### src/rtl/hdr_ddr_pkg.sv
// Shared types for the HDR-DDR target engine: serializer/deserializer mode
// encodings, engine state encoding and error-code values.
package hdr_ddr_pkg;

  typedef enum logic [2:0] {
    TxPreZero  = 3'd0,
    TxPreOne   = 3'd1,
    TxSerByte  = 3'd2,
    TxParValue = 3'd3,
    TxCrcToken = 3'd4,
    TxCrcValue = 3'd5
  } tx_mode_e;

  typedef enum logic [3:0] {
    RxPreamble  = 4'd0,
    RxDeserData = 4'd1,
    RxCheckPar  = 4'd2,
    RxTokenCrc  = 4'd3,
    RxCrcValue  = 4'd4
  } rx_mode_e;

  typedef enum logic [3:0] {
    StIdle,
    StCmdPre,
    StAck,
    StTurn,
    StByte,
    StParity,
    StDataPre,
    StAbort,
    StCrcPre0,
    StCrcPre1,
    StCrcToken,
    StCrcValue
  } state_e;

  localparam logic [1:0] ErrNone    = 2'd0;
  localparam logic [1:0] ErrFraming = 2'd1;
  localparam logic [1:0] ErrParity  = 2'd2;
  localparam logic [1:0] ErrOverrun = 2'd3;

endpackage

### src/rtl/hdr_ddr_target_engine_addr_gen.sv
// hdr_tgt_addr_gen: offset / byte index / word counters of the target engine.
// Macro HDR_TGT_WRAP_EN: when defined the window offset wraps to 0 (pulsing
// o_addr_wrap); otherwise offset may reach WINDOW_DEPTH, which flags o_overrun.
// Ports:
//   i_sys_clk, i_sys_rst  clock, async active-high reset
//   i_clear               zero all counters (transaction start)
//   i_byte_adv            one byte transferred
//   i_word_adv            one word (parity) completed
//   o_byte_last           byte index is the last byte of the word
//   o_overrun             next byte access would fall outside the window
//   o_addr_wrap           offset wraps on this byte advance
//   o_word_cnt            completed words
//   o_regf_addr           BASE_ADDR + offset
module hdr_tgt_addr_gen #(
  parameter int unsigned BYTES_PER_WORD = 2,
  parameter int unsigned ADDR_W         = 10,
  parameter int unsigned BASE_ADDR      = 200,
  parameter int unsigned WINDOW_DEPTH   = 64
) (
  input  logic              i_sys_clk,
  input  logic              i_sys_rst,
  input  logic              i_clear,
  input  logic              i_byte_adv,
  input  logic              i_word_adv,
  output logic              o_byte_last,
  output logic              o_overrun,
  output logic              o_addr_wrap,
  output logic [7:0]        o_word_cnt,
  output logic [ADDR_W-1:0] o_regf_addr
);

  // One spare code so the non-wrapping build can represent offset == WINDOW_DEPTH.
  localparam int unsigned OffW = $clog2(WINDOW_DEPTH + 1);

  logic [OffW-1:0] offset_q, offset_d;
  logic [1:0]      byte_idx_q, byte_idx_d;
  logic [7:0]      word_cnt_q, word_cnt_d;

  assign o_byte_last = (byte_idx_q == 2'(BYTES_PER_WORD - 1));

`ifdef HDR_TGT_WRAP_EN
  logic at_top;
  assign at_top      = (offset_q == OffW'(WINDOW_DEPTH - 1));
  assign o_addr_wrap = i_byte_adv & at_top;
  assign o_overrun   = 1'b0;
`else
  assign o_addr_wrap = 1'b0;
  assign o_overrun   = (offset_q == OffW'(WINDOW_DEPTH));
`endif

  always_comb begin
    offset_d   = offset_q;
    byte_idx_d = byte_idx_q;
    word_cnt_d = word_cnt_q;
    if (i_clear) begin
      offset_d   = '0;
      byte_idx_d = '0;
      word_cnt_d = '0;
    end else begin
      if (i_byte_adv) begin
        byte_idx_d = o_byte_last ? 2'd0 : byte_idx_q + 2'd1;
`ifdef HDR_TGT_WRAP_EN
        offset_d   = at_top ? '0 : offset_q + OffW'(1);
`else
        offset_d   = offset_q + OffW'(1);
`endif
      end
      if (i_word_adv) begin
        word_cnt_d = word_cnt_q + 8'd1;
      end
    end
  end

  always_ff @(posedge i_sys_clk or posedge i_sys_rst) begin
    if (i_sys_rst) begin
      offset_q   <= '0;
      byte_idx_q <= '0;
      word_cnt_q <= '0;
    end else begin
      offset_q   <= offset_d;
      byte_idx_q <= byte_idx_d;
      word_cnt_q <= word_cnt_d;
    end
  end

  assign o_word_cnt  = word_cnt_q;
  assign o_regf_addr = ADDR_W'(BASE_ADDR) + ADDR_W'(offset_q);

endmodule

### src/rtl/hdr_ddr_target_engine.sv
// hdr_ddr_target_engine: target-side HDR-DDR normal-transaction sequencer.
// Walks command preamble, ACK, N-byte words with parity, data preamble/abort
// and the CRC tail, steering serializer/deserializer modes, bit/frame
// counters and the register-file port. Macro HDR_TGT_WRAP_EN selects window
// wrap (defined) versus overrun termination (undefined).
// Ports:
//   i_sys_clk, i_sys_rst            clock, async active-high reset
//   i_engine_en                     start request (sampled in idle)
//   i_tx_mode_done/i_rx_mode_done   current tx/rx mode finished
//   i_rx_pre, i_rx_error            received preamble bit, parity/CRC error
//   i_rx_ddrccc_rnw                 1 = read (target transmits)
//   i_frmcnt_last                   frame counter at last word
//   o_tx_en/o_rx_en, o_tx_mode/o_rx_mode   serdes control
//   o_engine_done, o_err_code       end pulse, held error code
//   o_sdahand_pp_od                 push-pull select (always 1)
//   o_frmcnt_*, o_bitcnt_*          counter control
//   o_regf_wr_en/o_regf_rd_en/o_regf_addr  register-file port
//   o_word_cnt, o_addr_wrap         word progress, window wrap pulse
module hdr_ddr_target_engine
  import hdr_ddr_pkg::*;
#(
  parameter int unsigned BYTES_PER_WORD = 2,
  parameter int unsigned ADDR_W         = 10,
  parameter int unsigned BASE_ADDR      = 200,
  parameter int unsigned WINDOW_DEPTH   = 64,
  parameter int unsigned MAX_WORDS      = 16
) (
  input  logic              i_sys_clk,
  input  logic              i_sys_rst,
  input  logic              i_engine_en,
  input  logic              i_tx_mode_done,
  input  logic              i_rx_mode_done,
  input  logic              i_rx_pre,
  input  logic              i_rx_error,
  input  logic              i_rx_ddrccc_rnw,
  input  logic              i_frmcnt_last,
  output logic              o_tx_en,
  output logic              o_rx_en,
  output logic [2:0]        o_tx_mode,
  output logic [3:0]        o_rx_mode,
  output logic              o_engine_done,
  output logic [1:0]        o_err_code,
  output logic              o_sdahand_pp_od,
  output logic              o_frmcnt_en,
  output logic              o_frmcnt_rnw,
  output logic              o_bitcnt_en,
  output logic              o_bitcnt_reset,
  output logic              o_regf_wr_en,
  output logic              o_regf_rd_en,
  output logic [ADDR_W-1:0] o_regf_addr,
  output logic [7:0]        o_word_cnt,
  output logic              o_addr_wrap
);

  state_e      state_q, state_d;
  logic [1:0]  err_q, err_d;
  tx_mode_e    tx_mode;
  rx_mode_e    rx_mode;
  logic        mode_done, rnw;
  logic        start, byte_adv, word_adv;
  logic        byte_last, overrun;
  logic [7:0]  word_cnt_nxt;
  logic [ADDR_W-1:0] win_addr;

  assign mode_done    = i_tx_mode_done | i_rx_mode_done;
  assign rnw          = i_rx_ddrccc_rnw;
  assign word_cnt_nxt = o_word_cnt + 8'd1;

  hdr_tgt_addr_gen #(
    .BYTES_PER_WORD(BYTES_PER_WORD),
    .ADDR_W        (ADDR_W),
    .BASE_ADDR     (BASE_ADDR),
    .WINDOW_DEPTH  (WINDOW_DEPTH)
  ) u_addr_gen (
    .i_sys_clk  (i_sys_clk),
    .i_sys_rst  (i_sys_rst),
    .i_clear    (start),
    .i_byte_adv (byte_adv),
    .i_word_adv (word_adv),
    .o_byte_last(byte_last),
    .o_overrun  (overrun),
    .o_addr_wrap(o_addr_wrap),
    .o_word_cnt (o_word_cnt),
    .o_regf_addr(win_addr)
  );

  always_comb begin
    state_d        = state_q;
    err_d          = err_q;
    o_engine_done  = 1'b0;
    start          = 1'b0;
    byte_adv       = 1'b0;
    word_adv       = 1'b0;
    o_tx_en        = 1'b0;
    o_rx_en        = 1'b0;
    tx_mode        = TxPreZero;
    rx_mode        = RxPreamble;
    o_bitcnt_en    = 1'b0;
    o_bitcnt_reset = 1'b0;
    o_frmcnt_en    = 1'b0;
    o_regf_wr_en   = 1'b0;
    o_regf_rd_en   = 1'b0;
    // Counters run in every active state except the turnaround and CRC_PRE0.
    if (state_q != StIdle && state_q != StTurn && state_q != StCrcPre0) begin
      o_bitcnt_en = 1'b1;
      o_frmcnt_en = 1'b1;
    end
    case (state_q)
      StIdle: begin
        o_bitcnt_reset = 1'b1;
        o_rx_en        = i_engine_en;
        if (i_engine_en) begin
          start   = 1'b1;
          err_d   = ErrNone;
          state_d = StCmdPre;
        end
      end
      StCmdPre: begin
        o_rx_en = 1'b1;
        if (mode_done) begin
          if (!i_rx_pre) begin
            state_d       = StIdle;
            o_engine_done = 1'b1;
            err_d         = ErrFraming;
          end else begin
            o_tx_en = 1'b1;  // drive ACK from the very cycle the preamble lands
            state_d = StAck;
          end
        end
      end
      StAck: begin
        o_tx_en = 1'b1;
        if (mode_done) state_d = rnw ? StByte : StTurn;
      end
      StTurn: state_d = StByte;
      StByte: begin
        if (rnw) begin
          o_tx_en = 1'b1;
          tx_mode = TxSerByte;
        end else begin
          o_rx_en = 1'b1;
          rx_mode = RxDeserData;
        end
        if (overrun) begin
          // Access would leave the window: end without touching the regfile.
          state_d       = StIdle;
          o_engine_done = 1'b1;
          err_d         = ErrOverrun;
        end else begin
          o_regf_rd_en = rnw;
          o_regf_wr_en = !rnw;
          if (mode_done) begin
            byte_adv = 1'b1;
            if (byte_last) state_d = StParity;
          end
        end
      end
      StParity: begin
        if (rnw) begin
          o_tx_en = 1'b1;
          tx_mode = TxParValue;
        end else begin
          o_rx_en = 1'b1;
          rx_mode = RxCheckPar;
        end
        if (mode_done) begin
          word_adv = 1'b1;
          if (!rnw && i_rx_error) begin
            state_d       = StIdle;
            o_engine_done = 1'b1;
            err_d         = ErrParity;
          end else if (rnw && (i_frmcnt_last || word_cnt_nxt == 8'(MAX_WORDS))) begin
            state_d = StCrcPre0;
          end else begin
            state_d = StDataPre;
          end
        end
      end
      StDataPre: begin
        if (rnw) begin
          o_tx_en = 1'b1;
          tx_mode = TxPreOne;
        end else begin
          o_rx_en = 1'b1;
        end
        if (mode_done) begin
          if (rnw) begin
            state_d = StAbort;
          end else if (!i_rx_pre) begin
            state_d = StCrcPre1;
          end else if (o_word_cnt == 8'(MAX_WORDS)) begin
            state_d       = StIdle;
            o_engine_done = 1'b1;
            err_d         = ErrOverrun;
          end else begin
            state_d = StByte;
          end
        end
      end
      StAbort: begin
        o_rx_en = 1'b1;
        if (mode_done) begin
          if (!i_rx_pre) begin
            state_d       = StIdle;
            o_engine_done = 1'b1;
            err_d         = ErrNone;
          end else begin
            state_d = StByte;
          end
        end
      end
      StCrcPre0: begin
        o_tx_en        = 1'b1;
        o_bitcnt_reset = 1'b1;
        if (mode_done) state_d = StCrcPre1;
      end
      StCrcPre1: begin
        if (rnw) begin
          o_tx_en = 1'b1;
          tx_mode = TxPreOne;
        end else begin
          o_rx_en = 1'b1;
        end
        if (mode_done) begin
          if (!rnw && !i_rx_pre) begin
            state_d       = StIdle;
            o_engine_done = 1'b1;
            err_d         = ErrFraming;
          end else begin
            state_d = StCrcToken;
          end
        end
      end
      StCrcToken: begin
        if (rnw) begin
          o_tx_en = 1'b1;
          tx_mode = TxCrcToken;
        end else begin
          o_rx_en = 1'b1;
          rx_mode = RxTokenCrc;
        end
        if (mode_done) begin
          if (!rnw && i_rx_error) begin
            state_d       = StIdle;
            o_engine_done = 1'b1;
            err_d         = ErrParity;
          end else begin
            state_d = StCrcValue;
          end
        end
      end
      StCrcValue: begin
        if (rnw) begin
          o_tx_en = 1'b1;
          tx_mode = TxCrcValue;
        end else begin
          o_rx_en = 1'b1;
          rx_mode = RxCrcValue;
        end
        if (mode_done) begin
          state_d       = StIdle;
          o_engine_done = 1'b1;
          if (!rnw && i_rx_error) err_d = ErrParity;
        end
      end
      default: state_d = StIdle;
    endcase
  end

  always_ff @(posedge i_sys_clk or posedge i_sys_rst) begin
    if (i_sys_rst) begin
      state_q <= StIdle;
      err_q   <= ErrNone;
    end else begin
      state_q <= state_d;
      err_q   <= err_d;
    end
  end

  assign o_tx_mode       = tx_mode;
  assign o_rx_mode       = rx_mode;
  assign o_err_code      = err_q;
  assign o_sdahand_pp_od = 1'b1;
  assign o_frmcnt_rnw    = rnw;
  assign o_regf_addr     = (state_q == StIdle) ? ADDR_W'(BASE_ADDR) : win_addr;

endmodule

### config.mk
export PLATFORM = sky130hd
export DESIGN_NAME = hdr_ddr_target_engine
export DESIGN_NICKNAME = d
export VERILOG_FILES = /design/src/rtl/hdr_ddr_pkg.sv /design/src/rtl/hdr_ddr_target_engine_addr_gen.sv /design/src/rtl/hdr_ddr_target_engine.sv
export SDC_FILE = /design/constraint.sdc
export NUM_CORES = 1
export LEC_CHECK = 0
export CAP_MARGIN = 20
export CELL_PAD_IN_SITES_DETAIL_PLACEMENT = 1
export CELL_PAD_IN_SITES_GLOBAL_PLACEMENT = 2
export CORE_UTILIZATION = 29
export CTS_BUF_LIST = sky130_fd_sc_hd__clkbuf_4
export CTS_CLUSTER_DIAMETER = 50
export DETAILED_ROUTE_END_ITERATION = 8
export GPL_ROUTABILITY_DRIVEN = 1
export PLACE_DENSITY = 0.89
export SLEW_MARGIN = 40
export SYNTH_ARGS = -nofsm -noshare
export SYNTH_HDL_FRONTEND = slang
export SYNTH_SLANG_ARGS = --single-unit
### constraint.sdc
create_clock -name i_sys_clk -period 2.8 [get_ports i_sys_clk]
set_input_delay 0.56 -clock i_sys_clk [delete_from_list [all_inputs] [get_ports i_sys_clk]]
set_output_delay 0.56 -clock i_sys_clk [all_outputs]
set_load 0.01 [all_outputs]
==> results.md, run 1 <==
* Outcome: finished, violations left
* Failing checks: design-rule violations
* Nets@finish at 336
* VDD IR max at 335 uV
* Die X at roughly 85 microns
* Final std cells w/o fill at 398
* DRC at 2
* Pre-CTS setup slack at -136 ps
* Most area-hungry cell type in the Yosys netlist: dfrtp_1
* Hold_sp: o_err_code[1]
* DRT antenna net count at 0
* H-tree depth at 1
* Num rows at 29
* Sequential fraction of the synthesis area at 0.289
* CP arrival at between 2000 and 2500 ps
* Placed Cells at 378
* Initial Util at 0.307
* Routability congestion estimate from global placement at 0.826
* Synthesis-to-finish area growth at 44.3%
* RR Startpoint: u_addr_gen.offset_q[1]
* Final hold vios at 0
* CTS Hold Bufs at 0
* Worst-path fanout max at 7
* Die area at 7210 sq um
* Type of the worst setup path: register to primary output
* Core Area at 6490 sq um
* Yosys top cell area share at 0.289
* Fin crit period at 2720 ps
* CP endpoint kind: primary output
* Distinct cells, synth at 56
* Share of post-route cells with drive strength above 1 at 0.224
* Final Slew Violations at 0
* Max clock buf depth at 2
* CTS clk-pin slew, worst paths at 140 ps
* Worst hold slack at slightly above 500 ps
* CTS root buf: clkbuf_4
* # diodes at 0
* Number of antenna violations at the first check in global routing at 0
* Peak Freq at 367 MHz
* Final setup violation count at 0
* Synth Instances at ~250
* Ys flop type: dfrtp_1
* Grt total ovfl at 0
* Wire per inst at ~16 microns
* Num CTS Buffers at 3
* Port buffer count at 42
* Final worst slack at 78.5 ps
* P_leak at 1.30 nW
* DR iter-0 viols at 74
* Number of vias per cell at 5.35
* Via count at 2,128
* Tot GR Track Use at 0.175
* Worst-case clock skew at 10.3 ps
* Yosys reg bits at 23
* Area contributors post-synth: dfrtp_1, nor2_1, nor2b_1
* DPL Wire Length at 4620 microns
* Die Height at 84.9 microns
* Skew-Pair Late Insertion Delay at between 300 and 400 ps
* Vias in the first global route at 2,133
* Syn Area/Cell at 7.94 sq um
* Most common cell after layout, fill and taps aside: buf_4
* Critical Path Source Type: register
* Clock sinks at 23
* Final Cycle Share at 0.972
* Max-cap violations at 0
* Hold Crit Class: register to register
* Drt first pass iters at 6
* Ports at 47
* Synth warn at 0
* Crit path from: state_q[1]
* Total power at 0.00247 W
* Synthesized cell area at 1990 sq um
* First-pass GRT wire length at 10,400 microns
* Max-slew headroom at 0.604
* Pwr dens at 858 nW/um^2
* Async set or reset register ratio after synthesis at 1.00
* Post-synth EDFFs at 0
* WP data required at 2240 ps
* Most frequent cells in the layout: buf_4, clkdlybuf4s50_1, nor2_1
* Slew @ Worst Pin at slightly below 600 ps
* CTS tree: yes
* WL final at 6430 microns
* Largest net degree at the start of global routing at 24
[cell type report]
cell class	instances	area, sq um
Multi-Input combinational cell	200	1360
Timing Repair Buffer	86	777
Sequential cell	23	584
Tap cell	77	96.3
Inverter	8	30.0
Fill cell	774	3620
Clock buffer	4	30.0
[cell families (layout without fill, tap and decap cells)]
kind of cell    after synthesis  in the layout  share of synthesized area
mux                           5              5                     0.0270
fa+ha+maj                     5              5                     0.0314
simple gates                115            115                      0.316
other cells                   2              4                    0.00377
xor+xnor                     10             10                     0.0439
buf+inv                      30             98                     0.0722
compound gates               61             61                      0.217
flops                        23             23                      0.289
[power by group]
part	internal [W]	switching [W]
registers	0.000425	0.000117
logic	0.000886	0.000866
clock network	0.0000655	0.000111
total	0.00138	0.00109
[layer usage]
layer	track usage	vias to the layer above	wire length, microns
li1	-	1029	-
met1	0.236	1049	3040
met2	0.305	40	3180
met3	0.0146	10	137
met4	0.0431	0	71
met5	0	-	0
[sequential cells by signal (all words and copies together), names as in the netlist]
signal	cells
u_addr_gen.o_word_cnt	8
o_err_code	2
u_addr_gen.byte_idx_q	2
state_q	4
u_addr_gen.offset_q	7
[repair_timing]
item | 4_1_cts | 5_1_grt
endpoints found under the setup margin | 12 | 15
resized for setup | 16 | 17
setup buffers | 1 | 15
pin swaps | 1 | 1
[synthesized netlist by cell type (8+ instances only)]
| library cell | instances |
|---|---|
| a21oi_1 | 8 |
| o21ai_0 | 13 |
| clkbuf_1 | 12 |
| nand2_1 | 18 |
| nor2_1 | 32 |
| nor2b_1 | 11 |
| inv_1 | 8 |
| dfrtp_1 | 23 |
| nor3_1 | 8 |
[through the flow]
stage | area, sq um | TNS (ps) | utilization
3_3_place_gp | 2610 | -121 | 0.402
5_1_grt | 2880 | -64.1 | 0.443
2_1_floorplan | 2000 | 0 | -
6_report | 2880 | 0 | 0.443
3_5_place_dp | 2610 | -136 | 0.402
4_1_cts | 2700 | -398 | 0.415
[final timing paths]
| path | slack [ps] | depth (start not counted) | to |
|---|---|---|---|
| setup / recovery | 80 | 4 | o_regf_addr[4] |
| hold / removal | 520 | 1 | o_err_code[1] |
| setup reg to reg | 530 | 8 | state_q[3] |
| hold reg to reg | 520 | 1 | o_err_code[1] |
| max in group asynchronous | 1960 | 3 | state_q[1] |
| min in group asynchronous | 560 | 3 | u_addr_gen.offset_q[1] |
[critical path: stages (launching register included)]
cell and delay, ps:
dfrtp_2 470, buf_4 180, or4_4 540, and2_1 180
clkdlybuf4s50_1 470
Power figures use the tool's default switching activity.
==> run 2, diff against run 1 <==
--- a/config.mk
+++ b/config.mk
@@ -13,6 +13,7 @@
 export CTS_CLUSTER_DIAMETER = 50
 export DETAILED_ROUTE_END_ITERATION = 8
 export GPL_ROUTABILITY_DRIVEN = 1
+export MAX_ROUTING_LAYER = met4
 export PLACE_DENSITY = 0.89
 export SLEW_MARGIN = 40
 export SYNTH_ARGS = -nofsm -noshare
==> results.md, run 2 (synthesized netlist as in run 1, its figures left out) <==
* RR Startpoint: u_addr_gen.offset_q[0]
* Max reg flops at 8
* Port buffer count at 42
* Via count at 2,121
* Critical Path Source Type: register
* Share of post-route cells with drive strength above 1 at 0.219
* Failing checks: design-rule violations
* Pwr dens at between 800 and 900 nW/um^2
* Worst-path fanout max at 9
* Wire per inst at 16.0 microns
* Fillers at 772
* Most frequent cells in the layout: buf_4, clkdlybuf4s50_1, nor2_1
* Skew-Pair Late Insertion Delay at roughly 330 ps
* Nets@finish at 335
* Max clock buf depth at 2
* Routability congestion estimate from global placement at 0.839
* Die X at about 85 microns
* Worst-case clock skew at 4.58 ps
* Post-place instance area at 2610 sq um
* Synthesis-to-finish area growth at 43.3%
* Final Cycle Share at 0.973
* WP data required at 2240 ps
* First-pass GRT wire length at slightly above 10,000 microns
* Type of the worst setup path: register to primary output
* FF+latch area at just under 600 sq um
* Max-cap violations at 0
* CP arrival at 2170 ps
* Num rows at 29
* CTS clk-pin slew, worst paths at 140 ps
* Peak Freq at 367 MHz
* Design area at 2860 sq um
* H-tree depth at 1
* Most common cell after layout, fill and taps aside: buf_4
* GRT busiest layer: met2
* Ports at 47
* Num CTS Buffers at 3
* Worst hold path depth at 1
* Initial Util at 0.307
* Tot GR Track Use at 0.181
* CTS tree: yes
* Multi-input logic area at about 1400 sq um
* Drt first pass iters at 6
* Number of vias per cell at 5.34
* Die area at 7210 sq um
* Number of antenna violations at the first check in global routing at 0
* DR iter-0 viols at 74
* P_leak at 1.29 nW
* VDD IR max at 334 uV
* Met2 Track Usage GR at 0.304
* Worst reg-to-reg setup slack at 540 ps
* Min-Delay Endpoint: o_err_code[1]
* Hold Crit Class: register to register
* Slew @ Worst Pin at 589 ps
* # diodes at 0
* DRT antenna net count at 0
* CTS root buf: clkbuf_4
* DPL Wire Length at 4620 microns
* WL final at 6370 microns
* Largest net degree at the start of global routing at 24
* Max-slew headroom at 0.602
* Core Area at 6490 sq um
* Total power at ~0.0024 W
* M1 GR Usage at 0.237
* Setup_tns at 0 ps
* Die Height at 84.9 microns
* Final hold vios at 0
* DRC at 2
* Met3 Resource Use GR at 0.0146
* CP endpoint kind: primary output
* Final setup violation count at 0
* Clock sinks at 23
* Worst hold slack at 515 ps
* Final Slew Violations at 0
* Fin crit period at 2730 ps
* R2R Path End: state_q[3]
* Grt total ovfl at 0
* Vias in the first global route at 2,126
* Outcome: finished, violations left
* Hold_sp: o_err_code[1]
* Reg2reg path depth at 8
* CTS Hold Bufs at 0
## run 2: cell count changes in the layout (fill, tap and decap cells not counted)
cell,before,now
buf_12,1,0
nor2_4,1,2
nor4_2,1,0
nor2_2,1,0
nor4_1,1,2
## run 2: where the power goes
group / leakage, nW / switching [W] / internal [W]
Clock: 0.0184 / 0.000110 / 0.0000656
Combinational: 0.978 / 0.000851 / 0.000859
Sequential: 0.296 / 0.000128 / 0.000425
Total: 1.29 / 0.00109 / 0.00135
## run 2: routing by layer
layer / wire length [microns] / part of all wire
met5: 0 / 0
met4: 59 / 0.0093
met3: 118 / 0.019
met2: 3120 / 0.49
met1: 3080 / 0.48
## run 2: cell type report
| cell class | instances | area share |
|---|---|---|
| tap | 77 | 0.0337 |
| clock buffer | 4 | 0.0105 |
| multi-input combinational | 200 | 0.475 |
| timing repair buffer | 85 | 0.265 |
| inverter | 8 | 0.0105 |
| sequential | 23 | 0.205 |
## run 2: worst max path at each step
stage,startpoint,endpoint,slack [ps]
2_1_floorplan,state_q[1],o_engine_done,440
3_3_place_gp,i_rx_pre,o_engine_done,-120
3_5_place_dp,i_rx_pre,o_engine_done,-140
4_1_cts,state_q[3],o_engine_done,-110
5_1_grt,state_q[1],o_tx_mode[0],-50
6_report,state_q[3],o_regf_rd_en,70
## run 2: repair_timing
| item | CTS | global route |
|---|---|---|
| setup buffers | 1 | 14 |
| resized for setup | 16 | 17 |
| pin swaps | 1 | 1 |
| cloned | 0 | 0 |
| setup endpoints to repair | 12 | 15 |
## run 2: metrics by stage
step / util / setup WS [ps] / cells
4_1_cts: 0.415 / -112 / 383
3_3_place_gp: 0.402 / -121 / 378
5_1_grt: 0.440 / -46.5 / 397
6_report: 0.440 / 74.6 / 397
2_1_floorplan: - / 441 / 253
3_5_place_dp: 0.402 / -136 / 378
## run 2: worst max-delay path, stage by stage (launching register included)
cell and delay, ps:
dfrtp_2 510, buf_4 180, or4b_4 580, a21oi_4 160, and2_1 140, dlygate4sd2_1 270
==> run 3, diff against run 2 <==
--- a/config.mk
+++ b/config.mk
@@ -13,6 +13,7 @@
 export CTS_CLUSTER_DIAMETER = 50
 export DETAILED_ROUTE_END_ITERATION = 8
 export GPL_ROUTABILITY_DRIVEN = 1
+export GPL_TIMING_DRIVEN = 0
 export MAX_ROUTING_LAYER = met4
 export PLACE_DENSITY = 0.89
 export SLEW_MARGIN = 40
==> results.md, run 3 (synthesized netlist as in run 1, its figures left out) <==
* Outcome: finished, violations left
* Failing checks: design-rule violations
* Num CTS Buffers at 3
* Num rows at 29
* Ports at 47
* DRT antenna net count at 0
* Drt first pass iters at 8
* Max-slew headroom at 0.560
* Int Pwr at between 0.001 and 0.0015 W
* CTS root buf: clkbuf_4
* Part of the power in registers at 0.222
* Die area at 7210 sq um
* Met3 Resource Use GR at 0.0165
* Post-layout util at 0.421
* First-pass GRT wire length at 10,300 microns
* CP arrival at 2220 ps
* Routability congestion estimate from global placement at around 0.86
* Synthesis-to-finish area growth at 37.0%
* Nets@finish at 317
* Number of antenna violations at the first check in global routing at 0
* CP endpoint kind: primary output
* Net Sw Frac at 0.461
* Max reg flops at 8
* VDD IR max at between 400 and 500 uV
* Tot GR Track Use at 0.181
* Hold Crit Class: register to register
* Share of post-route cells with drive strength above 1 at 0.156
* Design area at about 2700 sq um
* Final setup violation count at 0
* CTS tree: yes
* Most common cell after layout, fill and taps aside: clkdlybuf4s50_1
* Die X at 84.9 microns
* M1 GR Usage at 0.230
* Worst-case clock skew at 2.56 ps
* Initial Util at 0.307
* H-tree depth at 1
* CP max-delay cell: or4_1
* DR iter-0 viols at 68
* Critical path, cell by cell: buf_6 > or4_1 > and2_1 > clkdlybuf4s50_1
* Psw at 0.00107 W
* Final Slew Violations at 0
* DPL Wire Length at 4530 microns
* WL final at 6000 microns
* Total power at 0.00232 W
* Max-cap violations at 0
* Fin crit period at 2780 ps
* Grt total ovfl at 0
* Critical Path Source Type: register
* Wire per inst at around 16 microns
* Clock sinks at 23
* Logic pwr share at 0.704
* Peak Freq at 360 MHz
* Number of vias per cell at around 5.4
* Largest net degree at the start of global routing at 24
* Post-place instance area at 2520 sq um
* Type of the worst setup path: register to primary output
* Skew-Pair Late Insertion Delay at 310 ps
* GRT busiest layer: met2
* Worst-path fanout max at 9
* Setup_tns at 0 ps
* Met2 Track Usage GR at 0.310
* Max clock buf depth at 2
* Final hold vios at 0
* Clk network pwr share at 0.074
* Core Area at 6490 sq um
* P_leak at 1.16 nW
* Most frequent cells in the layout: clkdlybuf4s50_1, nor2_1, dfrtp_1
* # diodes at 0
* Final Cycle Share at 0.991
* CTS clk-pin slew, worst paths at 130 ps
* Pwr dens at 848 nW/um^2
* Unrepaired setup endpoints after global routing: true
* Crit path largest cell delay at roughly 660 ps
* DRC at 2
* Vias in the first global route at approximately 2,100
* Die Height at 84.9 microns
* Slew @ Worst Pin at 650 ps
* Via count at about 2,000
* WP data required at 2240 ps
* Port buffer count at 42
run 3: cell types whose count changed in the layout (fill, tap and decap cells not counted), sizes merged:
| cell | previous run | this run |
|---|---|---|
| clkdlybuf4s15 | 0 | 1 |
| clkbuf | 5 | 11 |
| buf | 42 | 18 |
| inv | 8 | 7 |
| dlymetal6s2s | 5 | 2 |
| clkinvlp | 0 | 1 |
| dlygate4sd2 | 3 | 4 |
| clkdlybuf4s50 | 34 | 35 |
run 3: per-stage QoR:
step / hold WS, ps / worst slack (ps) / cells
floorplan: 457 / 441 / 253
global placement: 476 / -449 / 372
detailed placement: 490 / -458 / 372
CTS: 511 / 4.86 / 377
global route: 542 / -53.4 / 379
finish: 511 / 25.0 / 379
run 3: final cells by class:
cell class              instances  area, sq um
inverters                       8         33.8
well taps                      77         96.3
multi-input cells             200         1370
plain buffers                  19          158
clock buffers                   4         30.0
fillers                       773         3760
flip-flops and latches         23          578
repair buffers                 48          465
run 3: repair_timing:
| action | in CTS | in global routing |
|---|---|---|
| setup endpoints to repair | 13 | 12 |
| pin swaps | 2 | 1 |
| buffers inserted | 4 | 2 |
| gates resized for setup | 38 | 17 |
| hold buffers | 0 | 0 |
run 3: critical path: cells and delay by family, from the launching register on:
kind / cells / cell delay (ps)
buffers and inverters: 2 / 610
DFF: 1 / 400
and+or+nand+nor: 2 / 890
run 3: worst paths after layout:
path	slack [ps]	cells after the start	start	to
setup / recovery	20	4	state_q[3]	o_regf_addr[2]
hold / removal	510	2	u_addr_gen.byte_idx_q[1]	u_addr_gen.byte_idx_q[1]
setup reg to reg	450	6	state_q[3]	u_addr_gen.offset_q[5]
hold reg to reg	510	2	u_addr_gen.byte_idx_q[1]	u_addr_gen.byte_idx_q[1]
max in group asynchronous	1860	2	i_sys_rst	state_q[1]
min in group asynchronous	570	2	i_sys_rst	u_addr_gen.o_word_cnt[1]
run 3: power groups by stage:
stage	clock (W)	combinational, W	sequential [W]
after floorplan	0	0.000910	0.000511
after global placement	0	0.00141	0.000516
after detailed placement	0	0.00143	0.000523
after CTS	0.000176	0.00158	0.000514
after global routing	0.000185	0.00179	0.000530
final	0.000171	0.00163	0.000514
run 3: layer usage:
layer  share of wire  up-vias
met5               0        -
met4          0.0093        0
met3           0.030        8
met2            0.50       35
met1            0.46     1001
li1                -      994
